`config.mk`:
```
export PLATFORM = sky130hd
export DESIGN_NAME = fifo_stream_arbiter
export DESIGN_NICKNAME = d
export VERILOG_FILES = /design/src/rtl/fifo_stream_arbiter.sv
export SDC_FILE = /design/constraint.sdc
export NUM_CORES = 1
export LEC_CHECK = 0
export ABC_AREA = 0
export CORE_AREA = 3 3 623 625
export DETAILED_ROUTE_END_ITERATION = 8
export DIE_AREA = 0 0 626 628
export REMOVE_ABC_BUFFERS = 1
export SLEW_MARGIN = 20
export SYNTH_ARGS = -nofsm -noshare
export SYNTH_HDL_FRONTEND = slang
export SYNTH_SLANG_ARGS = --single-unit
```
`constraint.sdc`:
```
create_clock -name clk_clk -period 13.5 [get_ports clk_clk]
set_input_delay 2.7 -clock clk_clk [delete_from_list [all_inputs] [get_ports clk_clk]]
set_output_delay 2.7 -clock clk_clk [all_outputs]
set_load 0.01 [all_outputs]
```
`src/rtl/fifo_stream_arbiter.sv`:
```
// Packet-granular round-robin arbiter merging N_PORTS write/send streams into one
// registered output stream, with an idle-timeout release and sticky timeout flag.
module fifo_stream_arbiter #(
    parameter int N_PORTS = 5,
    parameter int DATA_W  = 256,
    parameter int TIMEOUT = 1024
) (
    input  logic                      clk_clk,
    input  logic                      reset_reset,
    input  logic [N_PORTS*DATA_W-1:0] in_data,
    input  logic [N_PORTS-1:0]        in_write,
    input  logic [N_PORTS-1:0]        in_send,
    output logic [N_PORTS-1:0]        in_ready,
    output logic [DATA_W-1:0]         out_data,
    output logic                      out_write,
    output logic                      out_send,
    input  logic                      out_full,
    output logic [N_PORTS-1:0]        grant,
    output logic [31:0]               pkt_count,
    output logic                      err_timeout
);

    localparam int IDX_W = $clog2(N_PORTS);
    localparam int CNT_W = $clog2(TIMEOUT);
    localparam logic [CNT_W-1:0] CNT_MAX  = CNT_W'(TIMEOUT - 1);
    localparam logic [IDX_W-1:0] LAST_RST = IDX_W'(N_PORTS - 1);

    typedef enum logic {
        IDLE,
        GRANT
    } state_t;

    state_t             state_reg, state_next;
    logic [N_PORTS-1:0] grant_reg, grant_next;
    logic [IDX_W-1:0]   owner_reg, owner_next;
    logic [IDX_W-1:0]   last_reg, last_next;
    logic [CNT_W-1:0]   idle_cnt_reg, idle_cnt_next;
    logic [DATA_W-1:0]  out_data_reg, out_data_next;
    logic               out_write_reg, out_write_next;
    logic               out_send_reg, out_send_next;
    logic [31:0]        pkt_count_reg, pkt_count_next;
    logic               err_reg, err_next;

    logic               pick_found;
    logic [IDX_W-1:0]   pick_idx;
    logic [IDX_W-1:0]   cand;
    logic               sel_write;
    logic               sel_send;
    logic [DATA_W-1:0]  sel_data;
    logic               accept;

    // Data view padded to a power of two so any owner index selects a defined word
    logic [DATA_W-1:0] port_data [2**IDX_W];

    generate
        for (genvar gi = 0; gi < 2**IDX_W; gi++) begin : g_port_data
            if (gi < N_PORTS) begin : g_real
                assign port_data[gi] = in_data[gi*DATA_W +: DATA_W];
            end else begin : g_pad
                assign port_data[gi] = '0;
            end
        end
        for (genvar gi = 0; gi < N_PORTS; gi++) begin : g_ready
            assign in_ready[gi] = grant_reg[gi] & ~out_full;
        end
    endgenerate

    assign sel_write = |(in_write & grant_reg);
    assign sel_send  = |(in_send & grant_reg);
    assign sel_data  = port_data[owner_reg];
    assign accept    = (state_reg == GRANT) && sel_write && !out_full;

    // Round-robin pick: first requester scanning upward from last+1
    always_comb begin
        pick_found = 1'b0;
        pick_idx   = '0;
        cand       = '0;
        for (int k = 1; k <= N_PORTS; k++) begin
            cand = IDX_W'((int'(last_reg) + k) % N_PORTS);
            if (!pick_found && in_write[cand]) begin
                pick_found = 1'b1;
                pick_idx   = cand;
            end
        end
    end

    always_comb begin
        state_next     = state_reg;
        grant_next     = grant_reg;
        owner_next     = owner_reg;
        last_next      = last_reg;
        idle_cnt_next  = idle_cnt_reg;
        out_data_next  = out_data_reg;
        out_write_next = 1'b0;
        out_send_next  = 1'b0;
        pkt_count_next = pkt_count_reg;
        err_next       = err_reg;
        case (state_reg)
            IDLE: begin
                if (pick_found) begin
                    state_next    = GRANT;
                    grant_next    = N_PORTS'(1) << pick_idx;
                    owner_next    = pick_idx;
                    idle_cnt_next = '0;
                end
            end
            GRANT: begin
                if (accept) begin
                    out_data_next  = sel_data;
                    out_write_next = 1'b1;
                    out_send_next  = sel_send;
                    idle_cnt_next  = '0;
                    if (sel_send) begin
                        pkt_count_next = pkt_count_reg + 32'd1;
                        last_next      = owner_reg;
                        grant_next     = '0;
                        state_next     = IDLE;
                    end
                end else if (idle_cnt_reg == CNT_MAX) begin
                    // Stalled owner: drop it without emitting anything
                    err_next   = 1'b1;
                    last_next  = owner_reg;
                    grant_next = '0;
                    state_next = IDLE;
                end else begin
                    idle_cnt_next = idle_cnt_reg + 1'b1;
                end
            end
            default: begin
                state_next = IDLE;
                grant_next = '0;
            end
        endcase
    end

    always_ff @(posedge clk_clk or posedge reset_reset) begin
        if (reset_reset) begin
            state_reg     <= IDLE;
            grant_reg     <= '0;
            owner_reg     <= '0;
            last_reg      <= LAST_RST;
            idle_cnt_reg  <= '0;
            out_data_reg  <= '0;
            out_write_reg <= 1'b0;
            out_send_reg  <= 1'b0;
            pkt_count_reg <= '0;
            err_reg       <= 1'b0;
        end else begin
            state_reg     <= state_next;
            grant_reg     <= grant_next;
            owner_reg     <= owner_next;
            last_reg      <= last_next;
            idle_cnt_reg  <= idle_cnt_next;
            out_data_reg  <= out_data_next;
            out_write_reg <= out_write_next;
            out_send_reg  <= out_send_next;
            pkt_count_reg <= pkt_count_next;
            err_reg       <= err_next;
        end
    end

    assign grant       = grant_reg;
    assign out_data    = out_data_reg;
    assign out_write   = out_write_reg;
    assign out_send    = out_send_reg;
    assign pkt_count   = pkt_count_reg;
    assign err_timeout = err_reg;

endmodule

```
**Yosys cells after proc, flatten, opt, wreduce, memory -nomap -nowiden**

Cells that the tools add are included.
W data, S select, Z words.

- Order comparisons: 6
- Mux-type cells: 44
- Div/mod/pow operators: 5
- Reductions and logical operators: 21
- Bitwise gates (word level): 11
- Shifts and indexed selects: 1
- Eq/ne operators: 6
- Add/sub/neg operators: 7

Operators by type and width:

| operator | count |
|---|---|
| $bmux W256 S3 | 1 |
| $mux W256 | 2 |
| $mod A32 B4 Y32 const B | 5 |
| $add A32 B1 Y32 const B | 1 |
| $mux W10 | 3 |
| $mux W3 | 8 |
| $lt A3 B4 Y1 const B | 5 |
| $mux W5 | 4 |
| $pmux W10 S2 | 1 |
| $mux W1 | 18 |
| $bmux W1 S3 | 5 |
| $reduce_and A3 Y1 | 4 |
| $add A10 B1 Y10 const B | 1 |
| $and A5 B5 Y5 | 2 |
| $eq A10 B10 Y1 const B | 1 |
| $pmux W5 S2 | 1 |
| $reduce_or A5 Y1 | 2 |
| $add A3 B2 Y4 const B | 2 |
| $add A3 B3 Y4 const B | 2 |
| $logic_and A1 B1 Y1 | 6 |
| $ne A3 B3 Y1 const B | 2 |
| $reduce_and A2 Y1 | 3 |
| $and A1 B1 Y1 | 5 |
| $logic_not A1 Y1 | 5 |
| 9 further kinds | 12 |

- Output and inout port bits: 301
- Flip-flop bits (word level): 313
- Logic and storage cells: 111

**Depth between registers and ports, before layout**

Gate-level depths: netlist of run 1.

- Depth after elaboration: 20
- Gate-level depth with buffers: 21
- Depth with buffers taken out: 17

**Least setup slack after synthesis of run 1**

No wires, ideal clock.

- Kind: input -> output
- From: input out_full
- To: output in_ready[0]
- Setup slack: 7922 ps
- Arrival time: 2878 ps
- Buffers on the path: 0
- Stages on the path: 1
- Cell sequence: nor2b_1

- Word-level cells in the longest chain between the ends: 2

RTL lines:

| item | line | RTL |
|---|---|---|
| start: declaration | 17 | `input logic out_full,` |
| $not A1 Y1 | 64 | `assign in_ready[gi] = grant_reg[gi] & ~out_full;` |
| $and A1 B1 Y1 | 64 |  |
| end: declaration | 13 | `output logic [N_PORTS-1:0] in_ready,` |

No other way between the ends.

**Final worst setup path of run 1**

- From: input out_full
- To: output in_ready[2]

Same word-level chain as after synthesis.

==> metrics.txt, run 1 <==
critical path's largest stage delay=between 0.5 and 0.6 ns; I/O Pins=around 1600; drt via density=3.27; unrepaired setup endpoints after global routing=no; root buffer cell=clkbuf_16; cell mode on critical path=clkdlybuf4s50_1; CTS sink cnt=approximately 310; Distinct cells, synth=84; Pwr Density=between 150 and 200 nW/um2; sequence of cells on the critical path=clkdlybuf4s50_1 -> nor2b_1 -> clkdlybuf4s50_1; Die X=approximately 630 um; reg2reg setup slack=approximately 7.7 ns; Final Max Slew Viols=0; DP HPWL=between 300000 and 400000 um; Initial Util=between 5 and 6%; max FFs per register=roughly 260; Mapped Cells=roughly 2000; Pleak=roughly 15 nW; post-cts sizing count=0; core area=approximately 380000 um2; H-tree levels=2; Die ar.=a little under 400000 um2; area post-placement=roughly 43000 um2; initial antenna violation count=566; Initial DRC Count=about 2700; Async SR Flop Fraction=100%; DR vias=28311; CTS hold repair buffers=0; drt pass-1 iters=8; Skew-Pair Late Insertion Delay=just over 0.7 ns; Port Buffers=between 1500 and 2000; # DRC=0; Max Cap Viol=0; Setup Buffers After CTS=0; Fill cells=about 43000; Worst VDD drop=about 0.13 mV; Startpoint Class=input port; sequential-to-total area share from yosys stat=a little over a third; Mapped Area=between 20000 and 25000 um2; Worst R2R End=idle_cnt_reg[3]$_DFFE_PP0P_; ANT nets after route=0; crit path kind=input port to primary output; site row count=between 200 and 250; Clock transition at path regs=around 0.060 ns; outcome=complete, no violations; FF+latch count, synth=roughly 310; Final GP Congestion=1.02; Tmin final=roughly 6.7 ns; measured slew at the worst slew-check pin=between 1 and 1.5 ns; drt wl/cell=44.5 um; gr ovfl total=0; top_reg_cell synth=dfrtp_1; Slew Limit Headroom=between 20% and 30%; Setup violations, final=0; Peak Freq=between 100 and 150 MHz; EDFF count, synth=0; CP Data Arrival Time=4.01 ns; Final Cell Area=roughly 45000 um2; Worst R2R Start=last_reg[2]$_DFFE_PP1P_; worst hold endpoint=pkt_count[3]$_DFFE_PP0P_; WP buf/inv=2; Fin Hold WS=slightly below 0.5 ns; Syn Area/Cell=approximately 11 um2; first-pass GRT wire length=around 450000 um; Clock Path Buffers=3; Final Skew=roughly 0.030 ns; Tcrit/Tclk final=between 40% and 50%; Post-Route WL=slightly below 400000 um; setup TNS=0 ns; Slowest cell on crit path=clkdlybuf4s50_1; worst hold path startpoint=pkt_count[3]$_DFFE_PP0P_; CP top delay family=buffers and inverters; reg2reg path depth=16; CTS tree=yes; vias in the first global route=25995; synthesis-to-finish area growth=112%; WHS Path Cells=1; CP max FO=6; Die H=roughly 630 um; worst min path class=flip-flop to flip-flop; Syn. warnings=0; Setup crit end kind=primary output; Hold Fails Final Rpt=0; Num CTS Buffers=48; share of cells above drive strength 1=a little under an eighth; Final #Nets=between 4000 and 5000; total track usage=a little under a fifth; pin count of the biggest net entering global routing=122; Critical Path RT=about 11 ns
cells by family after synthesis:
| kind of cell | synth area share, % |
|---|---|
| xor gates and xnor gates | 1.76 |
| adders and majority gates | 1.73 |
| and+or+nand+nor | 13.9 |
| buffers and inverters | 3.90 |
| muxes | 27.6 |
| DFF | 36.6 |
| AOI/OAI and AO/OA | 14.6 |
how the worst max path moves through the flow:
| stage | startpoint | depth (start not counted) | endpoint |
|---|---|---|---|
| 2_1_floorplan | owner_reg[0]$_DFFE_PP0P_ | 3 | out_data[0]$_DFFE_PP0P_ |
| 3_3_place_gp | in_write[3] | 8 | out_data[22]$_DFFE_PP0P_ |
| 3_5_place_dp | in_write[2] | 8 | out_data[19]$_DFFE_PP0P_ |
| 4_1_cts | out_full | 3 | in_ready[2] |
| 5_1_grt | out_full | 3 | in_ready[2] |
| 6_report | out_full | 3 | in_ready[2] |
per-stage QoR:
stage          setup slack [ns]  power (W)  util, %  std cells
2_1_floorplan            -24.33    0.00483        -       1764
3_3_place_gp               6.81    0.00768     11.3       8431
3_5_place_dp               6.72    0.00769     11.3       8431
4_1_cts                    6.80    0.00923     11.8       8520
5_1_grt                    6.74    0.00954     11.8       8600
6_report                   6.79    0.00905     11.8       8657
cells in the final DEF (no fill, tap or decap), drive strengths merged, types with 7 or more instances in the layout:
master	Yosys	final
clkdlybuf4s50	0	1591
nor2	540	540
dfrtp	312	312
mux4	256	256
a221oi	256	256
diode	0	137
clkbuf	160	76
nand2	55	55
buf	28	38
nand3	34	34
xnor2	31	31
ha	28	28
inv	26	28
o21ai	24	24
a21oi	20	20
nor3	14	14
nand2b	10	10
xor2	9	9
nor2b	9	9
or3	9	9
nand4	8	8
and3	7	7
mux2	7	7
and2	7	7
o31ai	7	7
cells in the mapped netlist, types with 3 or more instances:
cell type	n	area share, %
nand3_1	34	0.79
mux2i_1	6	0.28
a22o_1	3	0.12
o2111ai_1	4	0.16
o21ai_0	23	0.54
nand2b_1	10	0.29
a31oi_1	5	0.15
a221oi_1	256	10
a21boi_0	4	0.14
o211ai_1	6	0.21
a211o_1	4	0.16
mux4_2	256	27
or3_1	9	0.26
nand2_1	55	0.96
clkbuf_1	159	2.8
dfrtp_1	312	36
xnor2_1	29	1.2
xor2_1	9	0.37
mux2_2	7	0.37
nor2b_1	9	0.26
and3_1	7	0.20
o31ai_1	6	0.21
buf_6	3	0.16
ha_1	28	1.6
nor2_1	540	9.5
and2_1	6	0.18
nor4_1	3	0.088
nor3_1	14	0.33
inv_1	24	0.42
a21oi_1	19	0.44
nand4_1	7	0.20
nor4b_1	3	0.12
buf_1	22	0.39
buf_2	3	0.070
o2bb2ai_1	3	0.12
report_power, final:
group | switching, W | internal [W]
clock | 0.000617 | 0.000841
sequential | 0.000362 | 0.00137
combinational | 0.00352 | 0.00234
final cells by class:
type,count,area [um2],area share [%]
Timing Repair Buffer,1629,16200,35.8
Multi-Input combinational cell,1424,12800,28.2
Antenna cell,137,343,0.756
Tap cell,5038,6300,13.9
Clock inverter,13,270,0.596
Clock buffer,76,1430,3.15
Sequential cell,313,7840,17.3
Inverter,27,124,0.273
worst reg2reg max path: stages, from the launching register on:
cell,delay [ns]
dfstp_2,0.79
inv_1,0.26
ha_1,0.48
o21ai_0,0.48
nand2_1,0.14
xnor2_1,0.22
ha_1,0.20
fa_1,0.16
a21boi_0,0.38
nand4_1,0.26
nand2_1,0.20
mux2_2,0.36
a211oi_1,0.49
nand4_2,0.32
o21ai_2,0.39
nand2_1,0.28
o21ba_1,0.34
routing by layer:
metal	GRT usage, %	part of all wire [%]
met1	18.3	32
met3	12.6	15
met4	7.71	5.1
met5	0	0.54
met2	31.6	47
Note: power is estimated with default switching activity, not from simulation.
==> inputs of run 2 (changes only) <==
clock period = 6.4 ns   (was 13.5 ns; I/O delays follow)
==> run 2 against run 1 <==
Final area increased by 0.84%. Largest power group unchanged. First-iteration DRC count decreased by 7.0%. Sequential share of layout area decreased by 0.14 points.
==> metrics.txt, run 2 (synthesis results as in run 1) <==
CP Data Arrival Time=6.38 ns (was 4.01 ns); Slew Limit Headroom=14.8% (was 21.9%); WHS Path Cells=1 (unchanged); Peak Freq=173 MHz; Final Max Slew Viols=0 (unchanged); area post-placement=43500 um2 (was 43300 um2); share of cells above drive strength 1=12.2% (was 11.5%); Worst R2R Start=last_reg[2]$_DFFE_PP1P_ (unchanged); first-pass GRT wire length=450000 um (was 447000 um); total track usage=19.1% (was 18.9%); reg2reg setup slack=0.63 ns (was 7.70 ns); reg2reg path depth=16 (unchanged); Initial DRC Count=2528 (was 2717); Post-Route WL=388000 um (was 386000 um); core area=383000 um2 (unchanged); Worst VDD drop=0.276 mV (was 0.132 mV); worst hold endpoint=pkt_count[31]$_DFFE_PP0P_ (was pkt_count[3]$_DFFE_PP0P_); Slowest cell on crit path=dfstp_2 (was clkdlybuf4s50_1); Final Core Density=11.9% (was 11.8%); # DRC=0 (unchanged); H-tree levels=2 (unchanged); Hold Fails Final Rpt=0 (unchanged); drt pass-1 iters=5 (was 8); Die ar.=393000 um2 (unchanged); Port Buffers=1593 (unchanged); synthesis-to-finish area growth=113% (was 112%); drt wl/cell=44.6 um (was 44.5 um); Skew-Pair Late Insertion Delay=0.73 ns (was 0.71 ns); Placed Cells=8440 (was 8431); Final Cell Area=45700 um2 (was 45300 um2); gr ovfl total=0 (unchanged); commonest non-fill, non-tap cell in the layout=clkdlybuf4s50_1 (unchanged); total chip power=0.0192 W (was 0.00905 W); DR vias=28501 (was 28311); Place WS=0.768 ns (was 6.72 ns); PnR worst setup slack=0.634 ns (was 6.79 ns); site row count=227 (unchanged); Worst R2R End=idle_cnt_reg[7]$_DFFE_PP0P_ (was idle_cnt_reg[3]$_DFFE_PP0P_); CTS sink cnt=313 (unchanged); outcome=complete, no violations (unchanged); Non-Filler Instances=8710 (was 8657); Startpoint Class=flip-flop (was input port); worst min path class=flip-flop to flip-flop (unchanged); post-cts sizing count=0 (unchanged); Setup Buffers After CTS=0 (unchanged); initial antenna violation count=562 (was 566); worst hold path startpoint=pkt_count[31]$_DFFE_PP0P_ (was pkt_count[3]$_DFFE_PP0P_); Tmin final=between 5 and 6 ns; drt via density=3.27 (about the same); Setup violations, final=0 (unchanged); sequence of cells on the critical path=inv_1 -> ha_1 -> o21ai_0 -> nand2_1 -> xnor2_1 -> ha_1 -> fa_1 -> a21boi_0 -> nand4_1 -> nand2_1 -> mux2_2 -> a211oi_1 -> nand4_2 -> o31ai_4 -> o21ai_0 -> a21oi_1 (was clkdlybuf4s50_1 -> nor2b_1 -> clkdlybuf4s50_1); gr busiest metal=met2 (unchanged); vias in the first global route=26218 (was 25995); DP HPWL=352000 um (was 350000 um); crit path kind=flip-flop to flip-flop (was input port to primary output); CTS tree=yes (unchanged); Final Skew=0.0380 ns (was 0.0302 ns); Critical Path RT=7.02 ns (was 10.80 ns); Max Cap Viol=0 (unchanged); Die H=628 um (unchanged); Pwr Density=420 nW/um2 (was 200 nW/um2); Tcrit/Tclk final=90.1%; pin count of the biggest net entering global routing=109 (was 122); Setup crit end kind=flip-flop (was primary output); GRT met1 Usage=18.7% (was 18.3%); Final #Nets=4777 (was 4765); Pleak=15.0 nW (was 14.8 nW); Clock transition at path regs=0.07 ns (was 0.06 ns); Fill cells=43458 (was 43479); unrepaired setup endpoints after global routing=no (unchanged); grt met2 use=31.8% (was 31.6%); ANT nets after route=0 (unchanged); critical path's largest stage delay=0.77 ns (was 0.56 ns); Final GP Congestion=1.06 (was 1.02); CP max FO=18 (was 6); Die X=626 um (unchanged); I/O Pins=1594 (unchanged); commonest non-fill, non-tap cells in the layout=clkdlybuf4s50_1 (1591), nor2_1 (540), dfrtp_1 (310) (unchanged); Initial Util=5.60% (unchanged); CTS hold repair buffers=0 (unchanged); max FFs per register=256 (unchanged); Clock Path Buffers=3 (unchanged); WP buf/inv=1 (was 2); grt met3 use=12.5% (was 12.6%); root buffer cell=clkbuf_16 (unchanged); CP top delay family=compound AO/OA/AOI/OAI gates (was buffers and inverters); measured slew at the worst slew-check pin=1.28 ns (was 1.17 ns); Num CTS Buffers=51 (was 48)
## run 2: final cells by class
type | instances | area [um2] | share of cell area (%)
repair buffers | 1638 | 16400 | 36.0
multi-input cells | 1424 | 12800 | 27.9
flip-flops and latches | 313 | 7840 | 17.2
well taps | 5038 | 6300 | 13.8
clock buffers | 59 | 1380 | 3.01
diodes | 175 | 438 | 0.958
clock inverters | 36 | 414 | 0.906
inverters | 27 | 124 | 0.271
## run 2: layer usage
metal,wire [um],up-vias
met2,183000,2200
met1,128000,14032
met4,18500,312
li1,-,10861
met5,2070,-
met3,56400,1096
## run 2: worst max-delay path by stage
stage                                        start  depth (start not counted)                           to
after CTS                  last_reg[2]$_DFFE_PP1P_                         16  idle_cnt_reg[7]$_DFFE_PP0P_
after detailed placement   last_reg[2]$_DFFE_PP1P_                         16  idle_cnt_reg[7]$_DFFE_PP0P_
after global routing       last_reg[2]$_DFFE_PP1P_                         16  idle_cnt_reg[7]$_DFFE_PP0P_
after global placement     last_reg[2]$_DFFE_PP1P_                         16  idle_cnt_reg[7]$_DFFE_PP0P_
after floorplan           owner_reg[0]$_DFFE_PP0P_                          3      out_data[0]$_DFFE_PP0P_
final                      last_reg[2]$_DFFE_PP1P_                         16  idle_cnt_reg[7]$_DFFE_PP0P_
## run 2: power by group
part	internal, W	leakage, nW	total, W	switching (W)
sequential	0.00289	3.62	0.00357	0.000682
combinational	0.00501	10.5	0.0125	0.00745
clock	0.00180	0.860	0.00318	0.00138
## run 2: per-stage QoR
step	setup TNS (ns)	hold slack (ns)
2_1_floorplan	-9148.94	0.461
3_3_place_gp	0	0.458
3_5_place_dp	0	0.467
4_1_cts	0	0.487
5_1_grt	0	0.516
6_report	0	0.499
